===== config.mk =====
export PLATFORM = sky130hd
export DESIGN_NAME = rom_scanner
export DESIGN_NICKNAME = d
export VERILOG_FILES = /design/src/rtl/rom_scanner.sv
export SDC_FILE = /design/constraint.sdc
export NUM_CORES = 1
export LEC_CHECK = 0
export CAP_MARGIN = 20
export CORE_UTILIZATION = 48
export DETAILED_ROUTE_END_ITERATION = 8
export GPL_TIMING_DRIVEN = 0
export PLACE_DENSITY = 0.84
export SLEW_MARGIN = 40
export SYNTH_ARGS = -nofsm -noshare
export SYNTH_HDL_FRONTEND = slang
export SYNTH_SLANG_ARGS = --single-unit

===== constraint.sdc =====
create_clock -name clk -period 2.24 [get_ports clk]
set_clock_uncertainty 0.05 [all_clocks]
set_input_delay 0.56 -clock clk [delete_from_list [all_inputs] [get_ports clk]]
set_output_delay 0.56 -clock clk [all_outputs]
set_load 0.005 [all_outputs]

===== src/rtl/rom_scanner.sv =====
// rom_scanner: walks a wrap-around window of 1-8 words of an 8x4 combinational ROM,
// strobing each word out and accumulating the window's sum and maximum.
module rom_scanner (
    input  logic       clk,
    input  logic       rst,
    input  logic       start,
    input  logic [2:0] start_addr,
    input  logic [2:0] len_m1,
    output logic [2:0] ROM_addr,
    input  logic [3:0] ROM_data,
    output logic [3:0] data_out,
    output logic       data_valid,
    output logic [6:0] sum,
    output logic [3:0] max_val,
    output logic       busy,
    output logic       done
);
    typedef enum logic [1:0] {IDLE, FETCH, DONE} state_t;
    state_t     state_q, state_d;
    logic [2:0] addr_q, addr_d;
    logic [2:0] rem_q, rem_d;
    logic [3:0] data_q, data_d;
    logic       valid_q, valid_d;
    logic [6:0] sum_q, sum_d;
    logic [3:0] max_q, max_d;
    always_comb begin
        state_d = state_q;
        addr_d  = addr_q;
        rem_d   = rem_q;
        data_d  = data_q;
        valid_d = 1'b0;
        sum_d   = sum_q;
        max_d   = max_q;
        if (state_q == IDLE) begin
            if (start) begin
                state_d = FETCH;
                addr_d  = start_addr;
                rem_d   = len_m1;
                sum_d   = 7'd0;
                max_d   = 4'd0;
            end
        end else if (state_q == FETCH) begin
            data_d  = ROM_data;
            valid_d = 1'b1;
            sum_d   = sum_q + {3'd0, ROM_data};
            max_d   = (ROM_data > max_q) ? ROM_data : max_q;
            addr_d  = addr_q + 3'd1;
            state_d = (rem_q == 3'd0) ? DONE : FETCH;
            rem_d   = (rem_q == 3'd0) ? rem_q : rem_q - 3'd1;
        end else begin
            state_d = IDLE;
        end
    end
    always_ff @(posedge clk or posedge rst) begin
        if (rst) begin
            state_q <= IDLE;
            addr_q  <= 3'd0;
            rem_q   <= 3'd0;
            data_q  <= 4'd0;
            valid_q <= 1'b0;
            sum_q   <= 7'd0;
            max_q   <= 4'd0;
        end else begin
            state_q <= state_d;
            addr_q  <= addr_d;
            rem_q   <= rem_d;
            data_q  <= data_d;
            valid_q <= valid_d;
            sum_q   <= sum_d;
            max_q   <= max_d;
        end
    end
    assign ROM_addr   = addr_q;
    assign data_out   = data_q;
    assign data_valid = valid_q;
    assign sum        = sum_q;
    assign max_val    = max_q;
    assign busy       = (state_q == FETCH);
    assign done       = (state_q == DONE);
endmodule


==> results.json <==
{
  "outcome": "complete, no violations",
  "root_buffer": "clkbuf_4",
  "crit_required_ps": 2430,
  "worstPathArrival_ps": 2290,
  "synthDistinctLibCells": 36,
  "ys.flop_type": "dfrtp_1",
  "num_rows": 18,
  "grt_overflow": 0,
  "drt-initial-drc-count": 15,
  "final_cells": 200,
  "drc": 0,
  "timing.fmax_ghz": 0.477,
  "wl_per_cell_um": 14.0,
  "die_y_um": 55.1,
  "whs_path_depth": 2,
  "areaGrowthSynthToFinish_pct": 29.1,
  "vias": 1086,
  "ios": 34,
  "grt_pass1_vias": 1104,
  "utilization_pct": 68.0,
  "end_kind": "register",
  "tightest_slew_ps": 507,
  "fin_crit_ps": 2100,
  "max-cap-violations": 0,
  "clock_path_buffers": 2,
  "seq_power_share_pct": 34.3,
  "critPathTopFamily": "adder cells",
  "criticalPathCategory": "primary input to register",
  "layout-drive-gt1-share_pct": 11.2,
  "place.gp.congestion": 0.851,
  "peakVddDrop_mv": 0.877,
  "hold_class": "register to register",
  "slew_headroom_pct": 66.2,
  "dp_cells": 197,
  "firstDrtPassIters": 4,
  "pwr-share-comb_pct": 57.8,
  "wirelength_mm": 2.79,
  "insertion_delay_ps": 310,
  "slowest_stage": "clkdlybuf4s50_1",
  "final_cell_mix": "clkdlybuf4s50_1, dfrtp_1, nand2_1",
  "htreeDepth": 1,
  "synth_edf_count": 0,
  "avgSynthCellArea_um2": 10.0,
  "die_w_um": 55.1,
  "antenna_left": 0,
  "place_hpwl_mm": 2.13,
  "power.density_mw_per_mm2": 1390,
  "swShare_pct": 40.1,
  "crit_path_max_fanout": 3,
  "cts_buffers": 3,
  "setup_viol": 0,
  "finalMaxSlewViolations": 0,
  "reg2reg_depth": 6,
  "viasPerCell": 5.43,
  "n_antenna_cell": 0,
  "r2r_end": "sum[6]$_DFFE_PP0P_",
  "grt_start_max_net_pins": 25,
  "min_to": "data_out[3]$_DFFE_PP0P_",
  "cts_hold_buf": 0,
  "final_common_cell": "clkdlybuf4s50_1",
  "final_nets": 197,
  "synthCells": 135,
  "p_clk_share_pct": 7.9,
  "rrSetupSlack_ps": 440,
  "dieArea_mm2": 0.00303,
  "cts_tree": "yes",
  "start_util_pct": 52.7,
  "ys_warn_count": 0,
  "timing.final.crit_share_pct": 93.6,
  "io_buffers": 32,
  "r2r-start": "sum[0]$_DFFE_PP0P_",
  "clk_pin_slew_ps": 130,
  "cpPeakStageDelay_ps": 450,
  "synthArstFlopShare_pct": 100,
  "p_leak_nw": 0.788,
  "ys_seq_area_share_pct": 44.4,
  "critical_path_buf_inv_count": 1,
  "antenna_found_initial": 0,
  "critPathLaunchType": "primary input",
  "switchingPower_mw": 0.970,
  "ys_ff_latch": 24,
  "internal_power_mw": 1.45,
  "grt_usage_pct": 21.1,
  "syn_nets": 160,
  "rsz0062_at_grt": "false",
  "cts_sinks": 24,
  "synth_area_mm2": 0.00135,
  "hold_viol_final": 0,
  "coreArea_mm2": 0.00257,
  "path_cells": "clkdlybuf4s50_1 > ha_1 > fa_2 > a211oi_2 > nor3_4 > nand3_1 > mux2i_1",
  "min_from": "data_out[3]$_DFFE_PP0P_",
  "grt_pass1_wl_mm": 4.49
}
## repair_timing
item,CTS,global route
resized for setup,5,1
pin swaps,0,1
setup endpoints to repair,2,2
buffers inserted,1,0
## layout make-up
| type | count | area (um^2) |
|---|---|---|
| multi-input combinational | 97 | 697 |
| fill | 221 | 821 |
| buffer | 2 | 16.3 |
| clock buffer | 3 | 22.5 |
| sequential | 24 | 603 |
| timing repair buffer | 33 | 327 |
| tap | 30 | 37.5 |
| inverter | 11 | 43.8 |
## power by group through the flow
stage | Sequential (mW) | Combinational (mW) | Clock (mW)
floorplan | 0.809 | 0.853 | 0
global placement | 0.808 | 1.35 | 0
detailed placement | 0.826 | 1.40 | 0
CTS | 0.810 | 1.45 | 0.197
global route | 0.866 | 1.56 | 0.209
finish | 0.831 | 1.40 | 0.191
## sequential cells by signal, summed over array words and instances, names as in the netlist
register	count
data_out	4
max_val	4
rem_q	3
data_valid	1
state_q	2
ROM_addr	3
sum	7
## how the worst max path moves through the flow
| stage | start | to | slack, ps | depth (start not counted) |
|---|---|---|---|---|
| after global routing | ROM_data[0] | sum[6]$_DFFE_PP0P_ | 50 | 7 |
| final | ROM_data[0] | sum[6]$_DFFE_PP0P_ | 140 | 7 |
| after global placement | ROM_data[0] | sum[6]$_DFFE_PP0P_ | -330 | 7 |
| after detailed placement | ROM_data[0] | sum[6]$_DFFE_PP0P_ | -410 | 7 |
| after floorplan | ROM_data[0] | sum[6]$_DFFE_PP0P_ | 230 | 6 |
| after CTS | ROM_data[0] | sum[6]$_DFFE_PP0P_ | 30 | 7 |
## logic make-up after synthesis
logic type	count (synthesis)	synth area share, %
fa+ha+maj	12	11.7
flops	24	44.4
compound gates	37	20.2
simple gates	45	17.0
mux	2	1.48
xor+xnor	1	0.648
buf+inv	14	4.63
## worst register-to-register path: stages (launching register included)
cell and delay [ps]:
dfrtp_1 430, ha_1 230, fa_2 370, a211oi_2 270, nor3_4 80, nand3_1 100, mux2i_1 210
## synth_stat cells, types with 3 or more instances
cell type / count / area (um^2)
nor2_1: 11 / 41.3
o2bb2ai_1: 4 / 35.0
o21ai_0: 6 / 30.0
inv_1: 9 / 33.8
a211oi_1: 3 / 22.5
a21oi_1: 10 / 50.1
ha_1: 11 / 138
nand2_1: 18 / 67.6
nand2b_1: 3 / 18.8
nand3_1: 3 / 15.0
dfrtp_1: 24 / 601
## metal layers
metal | vias up | track usage, % | part of all wire [%]
met5 | - | 0 | 0
met4 | 0 | 10.4 | 1.4
met3 | 5 | 2.46 | 3.5
met2 | 27 | 36.5 | 47
met1 | 501 | 25.8 | 48
li1 | 553 | - | -
## through the flow
| step | instance area, um^2 | hold slack, ps | setup WS [ps] | total power, mW | setup TNS, ps |
|---|---|---|---|---|---|
| after floorplan | 1350 | 417 | 232 | 1.66 | 0 |
| after global placement | 1710 | 408 | -331 | 2.16 | -642 |
| after detailed placement | 1710 | 416 | -411 | 2.23 | -912 |
| after CTS | 1750 | 451 | 26.1 | 2.45 | 0 |
| after global routing | 1750 | 468 | 55.0 | 2.64 | 0 |
| final | 1750 | 446 | 143 | 2.42 | 0 |
Note: power is estimated with default switching activity, not from simulation.
